**src/rtl/pipe_control_unit_pkg.sv**
```systemverilog
// Shared types and constants for the pipelined ARM-subset controller.
//   ctrl_bundle_t : control bundle carried from Decode into Execute
//   cond_e        : ARM condition-field encodings (EQ..AL, NV executes as AL)
//   OP_*/CMD_*    : instruction Op and DP cmd encodings
//   ALU_*         : ALUControl operation codes
//   cond_pass     : condition field evaluated against NZCV
package pipe_ctrl_pkg;

  localparam logic [1:0] OP_DP  = 2'b00;
  localparam logic [1:0] OP_MEM = 2'b01;
  localparam logic [1:0] OP_BR  = 2'b10;

  localparam logic [3:0] CMD_AND = 4'b0000;
  localparam logic [3:0] CMD_EOR = 4'b0001;
  localparam logic [3:0] CMD_SUB = 4'b0010;
  localparam logic [3:0] CMD_ADD = 4'b0100;
  localparam logic [3:0] CMD_CMP = 4'b1010;
  localparam logic [3:0] CMD_ORR = 4'b1100;
  localparam logic [3:0] CMD_MOV = 4'b1101;

  localparam logic [2:0] ALU_ADD = 3'd0;
  localparam logic [2:0] ALU_SUB = 3'd1;
  localparam logic [2:0] ALU_AND = 3'd2;
  localparam logic [2:0] ALU_ORR = 3'd3;
  localparam logic [2:0] ALU_EOR = 3'd4;
  localparam logic [2:0] ALU_MOV = 3'd5;

  typedef enum logic [3:0] {
    COND_EQ, COND_NE, COND_CS, COND_CC, COND_MI, COND_PL, COND_VS, COND_VC,
    COND_HI, COND_LS, COND_GE, COND_LT, COND_GT, COND_LE, COND_AL, COND_NV
  } cond_e;

  typedef struct packed {
    logic       RegW;
    logic       MemW;
    logic       MemtoReg;
    logic       ALUSrc;
    logic       Branch;
    logic       PCS;
    logic [1:0] FlagW;      // [1] = NZ, [0] = CV
    logic [2:0] ALUControl;
  } ctrl_bundle_t;

  function automatic int unsigned alucontrol_w(input bit ext_ops);
    return ext_ops ? 32'd3 : 32'd2;
  endfunction

  function automatic logic cond_pass(input logic [3:0] cond, input logic [3:0] nzcv);
    logic n, z, c, v, r;
    {n, z, c, v} = nzcv;
    case (cond_e'(cond))
      COND_EQ: r = z;
      COND_NE: r = ~z;
      COND_CS: r = c;
      COND_CC: r = ~c;
      COND_MI: r = n;
      COND_PL: r = ~n;
      COND_VS: r = v;
      COND_VC: r = ~v;
      COND_HI: r = c & ~z;
      COND_LS: r = ~c | z;
      COND_GE: r = (n == v);
      COND_LT: r = (n != v);
      COND_GT: r = ~z & (n == v);
      COND_LE: r = z | (n != v);
      default: r = 1'b1;    // AL and 4'hF
    endcase
    return r;
  endfunction

endpackage

```
**src/rtl/pipe_control_unit_if.sv**
```systemverilog
// Controller <-> datapath/hazard-unit signal bundle.
//   master : datapath side (drives InstrD, ALUFlagsE, FlushE)
//   slave  : controller side (drives all decode/stage control outputs)
interface pipe_control_unit_if #(
  parameter int unsigned ALUCONTROL_W = 3
);
  logic [19:0]             InstrD;
  logic [3:0]              ALUFlagsE;
  logic                    FlushE;
  logic [1:0]              RegSrcD;
  logic [1:0]              ImmSrcD;
  logic                    LinkD;
  logic                    IllegalD;
  logic                    ALUSrcE;
  logic [ALUCONTROL_W-1:0] ALUControlE;
  logic                    BranchTakenE;
  logic                    MemtoRegE;
  logic                    MemWriteM;
  logic                    RegWriteM;
  logic                    MemtoRegW;
  logic                    RegWriteW;
  logic                    PCSrcW;
  logic                    PCWrPendingF;

  modport master (
    output InstrD, ALUFlagsE, FlushE,
    input  RegSrcD, ImmSrcD, LinkD, IllegalD, ALUSrcE, ALUControlE, BranchTakenE,
           MemtoRegE, MemWriteM, RegWriteM, MemtoRegW, RegWriteW, PCSrcW, PCWrPendingF
  );

  modport slave (
    input  InstrD, ALUFlagsE, FlushE,
    output RegSrcD, ImmSrcD, LinkD, IllegalD, ALUSrcE, ALUControlE, BranchTakenE,
           MemtoRegE, MemWriteM, RegWriteM, MemtoRegW, RegWriteW, PCSrcW, PCWrPendingF
  );
endinterface

```
**src/rtl/pipe_control_unit_cond.sv**
```systemverilog
// Execute-stage condition logic: NZCV flag register, condition evaluation
// and gating of the side-effect enables of the instruction in Execute.
//   clk_i, reset_i   : clock, synchronous active-high reset
//   cond_i           : Cond field of the Execute instruction
//   flag_w_i         : flag-write request {NZ, CV}
//   alu_flags_i      : NZCV from the ALU
//   reg_w_i/mem_w_i/pcs_i/branch_i : ungated enables
//   reg_write_o/mem_write_o/pc_src_o/branch_taken_o : condition-gated enables
module pipe_cond_logic import pipe_ctrl_pkg::*; #(
  parameter bit EN_COND = 1'b1
) (
  input  logic       clk_i,
  input  logic       reset_i,
  input  logic [3:0] cond_i,
  input  logic [1:0] flag_w_i,
  input  logic [3:0] alu_flags_i,
  input  logic       reg_w_i,
  input  logic       mem_w_i,
  input  logic       pcs_i,
  input  logic       branch_i,
  output logic       reg_write_o,
  output logic       mem_write_o,
  output logic       pc_src_o,
  output logic       branch_taken_o
);
  logic [3:0] flags_q, flags_d;
  logic       cond_ex;

  // Evaluated on the registered flags: an instruction never sees the
  // update made by its own-cycle predecessor until the next edge.
  assign cond_ex = EN_COND ? cond_pass(cond_i, flags_q) : 1'b1;

  always_comb begin
    flags_d = flags_q;
    if (flag_w_i[1] & cond_ex) flags_d[3:2] = alu_flags_i[3:2];
    if (flag_w_i[0] & cond_ex) flags_d[1:0] = alu_flags_i[1:0];
  end

  always_ff @(posedge clk_i) begin
    if (reset_i) flags_q <= '0;
    else         flags_q <= flags_d;
  end

  assign reg_write_o    = reg_w_i  & cond_ex;
  assign mem_write_o    = mem_w_i  & cond_ex;
  assign pc_src_o       = pcs_i    & cond_ex;
  assign branch_taken_o = branch_i & cond_ex;
endmodule

```
**src/rtl/pipe_control_unit.sv**
```systemverilog
// Pipelined controller for the 5-stage ARM-subset core.
//   clk, reset : clock, synchronous active-high reset
//   ctrl       : slave side of pipe_control_unit_if (InstrD/ALUFlagsE/FlushE in,
//                Decode, Execute, Memory and Writeback control out)
// Decode is combinational; D->E is bubbled by reset or FlushE; E->M and M->W
// always advance. Unsupported instructions decode to an all-zero bundle.
module pipe_control_unit import pipe_ctrl_pkg::*; #(
  parameter bit EN_EXT_OPS = 1'b1,
  parameter bit EN_BL      = 1'b1,
  parameter bit EN_COND    = 1'b1
) (
  input logic                clk,
  input logic                reset,
  pipe_control_unit_if.slave ctrl
);
  localparam int unsigned ALUCONTROL_W = alucontrol_w(EN_EXT_OPS);

  logic [3:0]   cond_d, rd_d, cmd_d;
  logic [1:0]   op_d, regsrc_d, immsrc_d;
  logic [5:0]   funct_d;
  logic         s_d, link_d, illegal_d, arith_d;
  ctrl_bundle_t bun_d, bun_e_q;
  logic [3:0]   cond_e_q;
  logic         regw_e_g, memw_e_g, pcs_e_g, branch_taken_e;
  logic         regw_m_q, memw_m_q, mtr_m_q, pcs_m_q;
  logic         regw_w_q, mtr_w_q, pcs_w_q;
  logic         unused_bits;

  assign cond_d  = ctrl.InstrD[19:16];
  assign op_d    = ctrl.InstrD[15:14];
  assign funct_d = ctrl.InstrD[13:8];
  assign rd_d    = ctrl.InstrD[3:0];
  assign cmd_d   = funct_d[4:1];
  assign s_d     = funct_d[0];
  // Rn is not needed by the controller; ALUControl[2] is constant 0 when EN_EXT_OPS=0.
  assign unused_bits = ^{ctrl.InstrD[7:4], bun_e_q.ALUControl};

  always_comb begin
    bun_d     = '0;
    regsrc_d  = 2'b00;
    immsrc_d  = 2'b00;
    link_d    = 1'b0;
    illegal_d = 1'b0;
    arith_d   = 1'b0;
    case (op_d)
      OP_DP: begin
        bun_d.RegW   = 1'b1;
        bun_d.ALUSrc = funct_d[5];
        case (cmd_d)
          CMD_ADD: begin bun_d.ALUControl = ALU_ADD; arith_d = 1'b1; end
          CMD_SUB: begin bun_d.ALUControl = ALU_SUB; arith_d = 1'b1; end
          CMD_AND: bun_d.ALUControl = ALU_AND;
          CMD_ORR: bun_d.ALUControl = ALU_ORR;
          CMD_EOR: if (EN_EXT_OPS) bun_d.ALUControl = ALU_EOR; else illegal_d = 1'b1;
          CMD_MOV: if (EN_EXT_OPS) bun_d.ALUControl = ALU_MOV; else illegal_d = 1'b1;
          CMD_CMP: begin
            if (EN_EXT_OPS) begin
              bun_d.ALUControl = ALU_SUB;
              bun_d.RegW       = 1'b0;
              arith_d          = 1'b1;
            end else begin
              illegal_d = 1'b1;
            end
          end
          default: illegal_d = 1'b1;
        endcase
        bun_d.FlagW = {s_d, s_d & arith_d};
        // An unsupported cmd must leave no side effect anywhere downstream.
        if (illegal_d) bun_d = '0;
      end
      OP_MEM: begin
        bun_d.ALUSrc = 1'b1;
        immsrc_d     = 2'b01;
        if (funct_d[0]) begin
          bun_d.RegW     = 1'b1;
          bun_d.MemtoReg = 1'b1;
        end else begin
          bun_d.MemW = 1'b1;
          regsrc_d   = 2'b10;
        end
      end
      OP_BR: begin
        bun_d.ALUSrc = 1'b1;
        bun_d.Branch = 1'b1;
        immsrc_d     = 2'b10;
        regsrc_d     = 2'b01;
        if (EN_BL && funct_d[4]) begin
          bun_d.RegW = 1'b1;
          link_d     = 1'b1;
        end
      end
      default: illegal_d = 1'b1;
    endcase
    bun_d.PCS = ((rd_d == 4'hF) & bun_d.RegW) | bun_d.Branch;
  end

  always_ff @(posedge clk) begin
    if (reset || ctrl.FlushE) begin
      bun_e_q  <= '0;
      cond_e_q <= '0;
    end else begin
      bun_e_q  <= bun_d;
      cond_e_q <= cond_d;
    end
  end

  pipe_cond_logic #(.EN_COND(EN_COND)) u_cond (
    .clk_i          (clk),
    .reset_i        (reset),
    .cond_i         (cond_e_q),
    .flag_w_i       (bun_e_q.FlagW),
    .alu_flags_i    (ctrl.ALUFlagsE),
    .reg_w_i        (bun_e_q.RegW),
    .mem_w_i        (bun_e_q.MemW),
    .pcs_i          (bun_e_q.PCS),
    .branch_i       (bun_e_q.Branch),
    .reg_write_o    (regw_e_g),
    .mem_write_o    (memw_e_g),
    .pc_src_o       (pcs_e_g),
    .branch_taken_o (branch_taken_e)
  );

  always_ff @(posedge clk) begin
    if (reset) begin
      regw_m_q <= 1'b0;
      memw_m_q <= 1'b0;
      mtr_m_q  <= 1'b0;
      pcs_m_q  <= 1'b0;
      regw_w_q <= 1'b0;
      mtr_w_q  <= 1'b0;
      pcs_w_q  <= 1'b0;
    end else begin
      regw_m_q <= regw_e_g;
      memw_m_q <= memw_e_g;
      mtr_m_q  <= bun_e_q.MemtoReg;
      pcs_m_q  <= pcs_e_g;
      regw_w_q <= regw_m_q;
      mtr_w_q  <= mtr_m_q;
      pcs_w_q  <= pcs_m_q;
    end
  end

  assign ctrl.RegSrcD      = regsrc_d;
  assign ctrl.ImmSrcD      = immsrc_d;
  assign ctrl.LinkD        = link_d;
  assign ctrl.IllegalD     = illegal_d;
  assign ctrl.ALUSrcE      = bun_e_q.ALUSrc;
  assign ctrl.ALUControlE  = bun_e_q.ALUControl[ALUCONTROL_W-1:0];
  assign ctrl.BranchTakenE = branch_taken_e;
  assign ctrl.MemtoRegE    = bun_e_q.MemtoReg;
  assign ctrl.MemWriteM    = memw_m_q;
  assign ctrl.RegWriteM    = regw_m_q;
  assign ctrl.MemtoRegW    = mtr_w_q;
  assign ctrl.RegWriteW    = regw_w_q;
  assign ctrl.PCSrcW       = pcs_w_q;
  assign ctrl.PCWrPendingF = bun_d.PCS | pcs_e_g | pcs_m_q;
endmodule

```
**src/flat_wrapper.sv**
```systemverilog
// flat-port wrapper written by rule: the top's interface ports become plain ports
module pipe_control_unit_flat import pipe_ctrl_pkg::*;
#(
  parameter bit EN_EXT_OPS = 1'b1,
  parameter bit EN_BL      = 1'b1,
  parameter bit EN_COND    = 1'b1
)
  (clk, reset, ctrl_InstrD, ctrl_ALUFlagsE, ctrl_FlushE, ctrl_RegSrcD, ctrl_ImmSrcD, ctrl_LinkD, ctrl_IllegalD, ctrl_ALUSrcE, ctrl_ALUControlE, ctrl_BranchTakenE, ctrl_MemtoRegE, ctrl_MemWriteM, ctrl_RegWriteM, ctrl_MemtoRegW, ctrl_RegWriteW, ctrl_PCSrcW, ctrl_PCWrPendingF);
  pipe_control_unit_if #(.ALUCONTROL_W(3)) ctrl_i ();
  input logic clk;
  input logic reset;
  input wire logic [$bits(ctrl_i.InstrD)-1:0] ctrl_InstrD;
  input wire logic [$bits(ctrl_i.ALUFlagsE)-1:0] ctrl_ALUFlagsE;
  input wire logic [$bits(ctrl_i.FlushE)-1:0] ctrl_FlushE;
  output wire logic [$bits(ctrl_i.RegSrcD)-1:0] ctrl_RegSrcD;
  output wire logic [$bits(ctrl_i.ImmSrcD)-1:0] ctrl_ImmSrcD;
  output wire logic [$bits(ctrl_i.LinkD)-1:0] ctrl_LinkD;
  output wire logic [$bits(ctrl_i.IllegalD)-1:0] ctrl_IllegalD;
  output wire logic [$bits(ctrl_i.ALUSrcE)-1:0] ctrl_ALUSrcE;
  output wire logic [$bits(ctrl_i.ALUControlE)-1:0] ctrl_ALUControlE;
  output wire logic [$bits(ctrl_i.BranchTakenE)-1:0] ctrl_BranchTakenE;
  output wire logic [$bits(ctrl_i.MemtoRegE)-1:0] ctrl_MemtoRegE;
  output wire logic [$bits(ctrl_i.MemWriteM)-1:0] ctrl_MemWriteM;
  output wire logic [$bits(ctrl_i.RegWriteM)-1:0] ctrl_RegWriteM;
  output wire logic [$bits(ctrl_i.MemtoRegW)-1:0] ctrl_MemtoRegW;
  output wire logic [$bits(ctrl_i.RegWriteW)-1:0] ctrl_RegWriteW;
  output wire logic [$bits(ctrl_i.PCSrcW)-1:0] ctrl_PCSrcW;
  output wire logic [$bits(ctrl_i.PCWrPendingF)-1:0] ctrl_PCWrPendingF;
  assign ctrl_i.InstrD = ctrl_InstrD;
  assign ctrl_i.ALUFlagsE = ctrl_ALUFlagsE;
  assign ctrl_i.FlushE = ctrl_FlushE;
  assign ctrl_RegSrcD = ctrl_i.RegSrcD;
  assign ctrl_ImmSrcD = ctrl_i.ImmSrcD;
  assign ctrl_LinkD = ctrl_i.LinkD;
  assign ctrl_IllegalD = ctrl_i.IllegalD;
  assign ctrl_ALUSrcE = ctrl_i.ALUSrcE;
  assign ctrl_ALUControlE = ctrl_i.ALUControlE;
  assign ctrl_BranchTakenE = ctrl_i.BranchTakenE;
  assign ctrl_MemtoRegE = ctrl_i.MemtoRegE;
  assign ctrl_MemWriteM = ctrl_i.MemWriteM;
  assign ctrl_RegWriteM = ctrl_i.RegWriteM;
  assign ctrl_MemtoRegW = ctrl_i.MemtoRegW;
  assign ctrl_RegWriteW = ctrl_i.RegWriteW;
  assign ctrl_PCSrcW = ctrl_i.PCSrcW;
  assign ctrl_PCWrPendingF = ctrl_i.PCWrPendingF;
  pipe_control_unit #(.EN_EXT_OPS(EN_EXT_OPS), .EN_BL(EN_BL), .EN_COND(EN_COND)) u_core (.clk(clk), .reset(reset), .ctrl(ctrl_i));
endmodule
```
**config.mk**
```make
export PLATFORM = sky130hd
export DESIGN_NAME = pipe_control_unit_flat
export DESIGN_NICKNAME = d
export VERILOG_FILES = /design/src/rtl/pipe_control_unit_pkg.sv /design/src/rtl/pipe_control_unit_if.sv /design/src/rtl/pipe_control_unit_cond.sv /design/src/rtl/pipe_control_unit.sv /design/src/flat_wrapper.sv
export SDC_FILE = /design/constraint.sdc
export NUM_CORES = 1
export LEC_CHECK = 0
export BUFFER_PORTS_ARGS = -buffer_cell sky130_fd_sc_hd__buf_2
export CAP_MARGIN = 20
export CORE_MARGIN = 3
export CORE_UTILIZATION = 45
export DETAILED_ROUTE_END_ITERATION = 16
export HOLD_SLACK_MARGIN = 0.06
export PLACE_DENSITY = 0.75
export SLEW_MARGIN = 0
export SYNTH_ARGS = -nofsm -noshare
export SYNTH_HDL_FRONTEND = slang
export SYNTH_HIERARCHICAL = 1
export SYNTH_SLANG_ARGS = --single-unit
export TNS_END_PERCENT = 30
```
**constraint.sdc**
```tcl
create_clock -name clk -period 1.8 [get_ports clk]
set_input_delay 0.18 -clock clk [delete_from_list [all_inputs] [get_ports clk]]
set_output_delay 0.18 -clock clk [all_outputs]
set_load 0.01 [all_outputs]
```
==> results of run 1 <==
==> placed cells by master, fill, tap and decap left out, types with 2 or more instances in the layout <==
cell	netlist	routed
or2b_1	3	3
mux2i_1	5	5
a31oi_1	3	3
inv_1	9	9
nand4_1	2	2
nand2_1	4	4
nor3_1	4	4
nor3b_1	3	3
dlygate4sd3_1	0	4
clkbuf_4	0	3
o21ai_1	1	2
nand3_1	3	3
nand3b_1	2	2
nor2b_1	7	6
nor2_1	4	4
o21ai_0	3	2
dfxtp_2	0	2
nand2b_4	2	2
buf_4	4	11
ha_1	6	6
dfxtp_1	26	21
or4b_1	2	2
buf_2	1	40
nor4_1	3	3
and3_1	2	2
and2b_2	4	4
and2_1	6	6
dfxtp_4	0	3
nand2b_1	8	8
==> layer usage <==
metal	wire [µm]	vias to the layer above	global-route usage, %
met5	0	-	0
met4	40	0	6.50
met3	130	4	2.31
met2	1490	26	31.0
met1	1180	521	18.0
li1	-	587	-
==> power groups by stage <==
stage	combinational, mW	clock [mW]	sequential (mW)
after detailed placement	0.150	0	0.604
after CTS	0.155	0.395	0.590
after floorplan	0.0837	0	0.602
final	0.159	0.392	0.588
after global placement	0.145	0	0.603
after global routing	0.176	0.426	0.590
==> through the flow <==
step,setup TNS [ps],power (mW),std cells,instance area [µm²]
after floorplan,-99.4,0.686,140,1370
after global placement,-528,0.748,212,1610
after detailed placement,-910,0.753,212,1610
after CTS,-1370,1.14,219,1720
after global routing,-2380,1.19,223,1760
final,-1340,1.14,223,1760
==> registers in the layout, summed over array words and instances (netlist names) <==
signal	count
u_core/ctrl.RegWriteM	1
u_core/cond_e_q	4
u_core/ctrl.ALUControlE	3
u_core/ctrl.ALUSrcE	1
u_core/ctrl.MemtoRegW	1
u_core/bun_e_q	6
u_core/ctrl.RegWriteW	1
u_core/ctrl.MemWriteM	1
u_core/mtr_m_q	1
u_core/ctrl.PCSrcW	1
u_core/ctrl.MemtoRegE	1
u_core/u_cond/flags_q	4
u_core/pcs_m_q	1
==> tightest hold or removal path: stages <==
cell and delay [ps]:
buf_2 100, nand2b_1 60, mux2i_1 60
==> cells by family after synthesis <==
| kind of cell | synth area share [%] |
|---|---|
| and+or+nand+nor | 36.0 |
| DFF | 38.1 |
| buffers and inverters | 6.14 |
| AOI/OAI and AO/OA | 8.62 |
| adders and majority gates | 5.50 |
| muxes | 3.67 |
| xor gates and xnor gates | 1.93 |
==> worst paths after layout <==
| path | slack (ps) | startpoint | cells past startpoint | endpoint |
|---|---|---|---|---|
| setup / recovery | -520 | u_core/cond_e_q[2] | 8 | ctrl_PCWrPendingF |
| hold / removal | 100 | ctrl_ALUFlagsE[3] | 3 | u_core/u_cond/flags_q[3] |
| setup reg to reg | -110 | u_core/cond_e_q[2] | 8 | u_core/pcs_m_q |
| hold reg to reg | 460 | u_core/mtr_m_q | 1 | u_core/ctrl.MemtoRegW |
==> timing repair <==
action / CTS / global route
hold endpoints to repair: 2 / 2
pin swaps: 4 / 1
resized for setup: 7 / 4
setup buffers: 1 / 2
endpoints found under the setup margin: 9 / 9
hold buffers: 2 / 2
==> cell type report <==
cell class | count | area share, %
timing repair buffer | 55 | 18.4
inverter | 9 | 1.92
clock inverter | 1 | 1.71
multi-input combinational | 98 | 44.1
tap | 31 | 2.21
sequential | 26 | 30.4
clock buffer | 3 | 1.28
==> impl_metrics.yaml, run 1 <==
setup_path:
  path_class: "reg -> out"
  crit_path_max_incr_delay_ps: 480
  start_kind: "register"
  cp_cell_sequence: "and2_4 -> or4b_1 -> a311oi_2 -> nor4b_2 -> and2b_2 -> nor2_1 -> o211ai_1 -> buf_2"
  cp_num_buf_inv: 1
  crit_path_max_fanout: 6
  critPathSlowestCell: "or4b_1"
  path_delay_family: "simple AND/OR/NAND/NOR gates"
  end_kind: "output pin"
  cp.arrival_ps: 2140
  required_ps: 1620
logic_synthesis:
  synth_cells: 140
  synth-edff-count: 0
  ys_top_cells_by_count: "dfxtp_1 (26), inv_1 (9), nand2b_1 (8)"
  synth_area_um2: 1370
  avgSynthCellArea_um2: 9.75
  ys_seq_elements: 26
  synth.area.top_cells: "dfxtp_1 (38%), ha_1 (5.5%), mux2i_1 (3.7%), nand2b_1 (3.7%), nor2b_1 (3.2%)"
  synth_seq_area_share_pct: 38.1
  async_flop_share_pct: 0
  syn_nets: 173
  synthFlopType: "dfxtp_1"
  yosys_warnings: 6
  yosysTopAreaCell: "dfxtp_1"
  yosysUniqueCellTypes: 47
  synth_top_area_share_pct: 38.1
  synth_most_common_cell: "dfxtp_1"
cts:
  root_buffer: "clkbuf_4"
  clkSinkCount: 26
  cts_buffer_depth: 2
  cts_made_buffers: 3
  clock_latency_ps: 320
  cts_tree: "built"
  clk_pin_slew_ps: 150
  htree_levels: 1
placement:
  dp_worst_setup_slack_ps: -271
  io_buffers: 40
  post-dp-hpwl_um: 2170
  gp_congestion: 0.814
power_and_ir_drop:
  peakVddDrop_mv: 0.334
  pwr-share-seq_pct: 51.6
  leakagePower_nw: 0.831
  combPwrFrac_pct: 14.0
  power_density_nw_per_um2: 648
  power.internal_uw: 885
  switchingPower_uw: 253
  p_clk_share_pct: 34.4
  p_sw_share_pct: 22.2
floorplan:
  start_util_pct: 48.3
  core_area_um2: 2830
  dieArea_um2: 3730
  die_w_um: 61.1
  dieHeight_um: 61.1
  rows: 19
  io_pins: 45
sta:
  skew_ps: 15.9
  finalCritPeriodShare_pct: 129
  slew_headroom_pct: 75.6
  maxSlewViolCount: 0
  rsz0062_at_grt: "true"
  hold_viol: 0
  fmax_ghz: 0.431
  worst_slack_ps: -520
  whs_ps: 95.7
  setup_viol: 9
  min_period_ps: 2320
  worst_slew_pin_slew_ps: 363
outcome:
  status: "finished, violations left"
  violations: "setup timing"
finish:
  nets: 226
  syn_to_final_growth_pct: 28.8
  drive_gt1_share_pct: 40.1
  multi_input_area_um2: 776
  fillers: 242
  antennaDiodeCount: 0
  regArea_um2: 534
  final_core_util_pct: 62.1
global_routing:
  grt_overflow: 0
  antenna_found_initial: 0
  grt_pass1_wl_um: 4570
  grt_use_total_pct: 16.3
  grt_max_degree: 19
  grt_pass1_vias: 1056
drt:
  dr.pass1.iters: 4
  drcViolationCount: 0
  vias_per_cell: 5.10
  ant_nets: 0
  wl_um: 2830
  drt_iter0_drc: 31
  vias: 1138
  detail_route.wl_per_cell_um: 12.7
min_path:
  hold_class: "in -> reg"
run:
  drv_cap: 0
Note: power is estimated with default switching activity, not from simulation.
==> inputs of run 2 (changes only) <==
- CORE_UTILIZATION: 45 -> 44
- SYNTH_HIERARCHICAL: 1 -> default
==> run 2 against run 1 <==
Against the previous run: the run still ends with setup timing left; register-to-register slack got worse by 40 ps; final area decreased by 2.1%; total power about the same; sequential power about the same; first-iteration DRC count decreased by 45%; flip-flop and latch count unchanged; clock skew decreased by 4.2 ps; fmax increased by 0.89%; critical path depth decreased by 1; routed wire length decreased by 1.6%; via count decreased by 3.9%; critical path type unchanged; highest routed layer unchanged.
==> impl_metrics.yaml, run 2 <==
cts:
  htree_levels: 1
  clock_latency_ps: 330
  clk_pin_slew_ps: 140
  cts_tree: "built"
  cts_made_buffers: 3
  root_buffer: "clkbuf_4"
  cts_buffer_depth: 2
  clkSinkCount: 26
finish:
  syn_to_final_growth_pct: 33.4
  top_register: "u_core.bun_e_q"
  top_regs: "u_core.bun_e_q x6, u_core.cond_e_q x4, u_core.u_cond.flags_q x4"
  nets: 220
  layout_common_cells: "buf_2 (39), dfxtp_1 (24), buf_4 (10)"
  stdcell_count: 217
  design_area_um2: 1720
  final_core_util_pct: 61.9
  final_common_cell: "buf_2"
  largest_register_ffs: 6
  antennaDiodeCount: 0
  fillers: 235
  drive_gt1_share_pct: 41.4
setup_path:
  start_kind: "register"
  critPathSlowestCell: "or4b_4"
  r2r-start: "u_core.u_cond.flags_q[3]"
  path_class: "reg -> out"
  r2r_end: "u_core.u_cond.flags_q[3]"
  crit_path_max_fanout: 4
  cp.arrival_ps: 2120
  ff2ff_path_depth: 7
  cp_cell_sequence: "or4b_4 -> a31oi_4 -> o21ai_1 -> and4b_2 -> nand2b_4 -> nand3b_1 -> buf_2"
  end_kind: "output pin"
  ff2ff_setup_slack_ps: -150
  crit_path_max_incr_delay_ps: 540
  required_ps: 1620
logic_synthesis:
  ys_top_cells_by_count: "dfxtp_1 (26), or2b_2 (8), and2_1 (7), nor2_1 (7)"
  synth-edff-count: 0
  yosysUniqueCellTypes: 38
  synth_area_um2: 1290
  synth.area.top_cells: "dfxtp_1 (40%), ha_1 (5.8%), or2b_2 (5.4%), mux2i_1 (3.9%), buf_4 (3.5%)"
  async_flop_share_pct: 0
  synth_seq_area_share_pct: 40.3
  synthFlopType: "dfxtp_1"
  yosysTopAreaCell: "dfxtp_1"
  synth_top_area_share_pct: 40.3
  synth_cells: 134
  synth_most_common_cell: "dfxtp_1"
  yosys_warnings: 0
  syn_nets: 167
  avgSynthCellArea_um2: 9.63
  ys_seq_elements: 26
floorplan:
  dieHeight_um: 60.1
  dieArea_um2: 3620
  io_pins: 45
  die_w_um: 60.1
  core_area_um2: 2780
  start_util_pct: 46.4
  rows: 19
placement:
  post-dp-hpwl_um: 2040
  io_buffers: 40
  placed_area_um2: 1510
  dp_worst_setup_slack_ps: -68.3
  placed_cells: 204
  gp_congestion: 0.747
drt:
  dr.pass1.iters: 4
  detail_route.wl_per_cell_um: 12.9
  drt_iter0_drc: 17
  drcViolationCount: 0
  vias_per_cell: 5.04
  vias: 1094
  wl_um: 2790
  ant_nets: 0
global_routing:
  grt_overflow: 0
  grt_use_total_pct: 15.9
  grt_max_degree: 18
  grt_pass1_vias: 1064
  antenna_found_initial: 0
  grt_pass1_wl_um: 4280
sta:
  maxSlewViolCount: 0
  hold_viol: 0
  setup_viol: 6
  worst_slew_pin_slew_ps: 356
  slew_headroom_pct: 76.2
  rsz0062_at_grt: "true"
  finalCritPeriodShare_pct: 128
  fmax_ghz: 0.435
  min_period_ps: 2300
  worst_slack_ps: -499
  skew_ps: 11.7
power_and_ir_drop:
  peakVddDrop_mv: 0.435
  leakagePower_nw: 0.820
  power_density_nw_per_um2: 661
  total_power_mw: 1.14
outcome:
  status: "finished, violations left"
  violations: "setup timing"
min_path:
  hold_class: "in -> reg"
  holdPathEnd: "u_core.ctrl.ALUControlE[2]"
  hold_start: "ctrl_InstrD[9]"
  hold_depth: 3
run:
  drv_cap: 0
-- run 2: cell type report --
type | instances | area (µm²) | area share [%]
clock buffers | 3 | 22.5 | 1.31
clock inverters | 1 | 30.0 | 1.75
inverters | 6 | 22.5 | 1.31
multi-input cells | 94 | 739 | 43.0
flip-flops and latches | 26 | 526 | 30.5
well taps | 31 | 38.8 | 2.25
repair buffers | 56 | 342 | 19.9
-- run 2: logic make-up after synthesis --
logic type / count (synthesis) / share of synthesized area [%]
AO/OA/AOI/OAI: 14 / 6.40
buffers and inverters: 14 / 6.98
flip-flops: 26 / 40.3
adder cells (fa/ha/maj): 6 / 5.82
AND/OR/NAND/NOR: 66 / 34.5
XOR/XNOR: 3 / 2.04
multiplexers: 5 / 3.88
-- run 2: timing repair --
item / 4_1_cts / 5_1_grt
endpoints found under the setup margin: 6 / 9
hold buffers: 6 / 0
buffers inserted: 0 / 3
hold endpoints to repair: 7 / 0
pin swaps: 0 / 4
gates resized for setup: 3 / 13
-- run 2: layer usage --
metal  global-route usage (%)  part of all wire [%]  up-vias
met1                     17.3                    40      508
met3                     1.30                   3.5        4
li1                         -                     -      559
met5                        0                     0        -
met4                     8.54                   2.0        0
met2                     29.8                    54       23
-- run 2: worst max-delay path by stage --
stage                                   startpoint           endpoint  slack, ps
final                     u_core.u_cond.flags_q[3]  ctrl_PCWrPendingF       -500
after global placement          u_core.cond_e_q[0]  ctrl_PCWrPendingF        -40
after CTS                 u_core.u_cond.flags_q[3]  ctrl_PCWrPendingF       -430
after global routing      u_core.u_cond.flags_q[3]  ctrl_PCWrPendingF       -580
after detailed placement        u_core.cond_e_q[0]  ctrl_PCWrPendingF        -70
after floorplan                 u_core.cond_e_q[0]  ctrl_PCWrPendingF        -20
-- run 2: critical path, delay by kind of cell, from the launching register on --
family / cells / cell delay (ps)
AO/OA/AOI/OAI: 2 / 270
buffers and inverters: 1 / 130
flip-flops: 1 / 360
AND/OR/NAND/NOR: 4 / 1020
-- run 2: power by group --
group / internal [mW] / switching, mW
sequential: 0.584 / 0.00673
clock: 0.225 / 0.170
combinational: 0.0795 / 0.0728
total: 0.888 / 0.249
-- run 2: metrics by stage --
stage	setup TNS, ps	hold slack [ps]
CTS	-1060	110
finish	-1510	121
floorplan	-24.1	256
detailed placement	-322	385
global route	-2030	121
global placement	-144	385
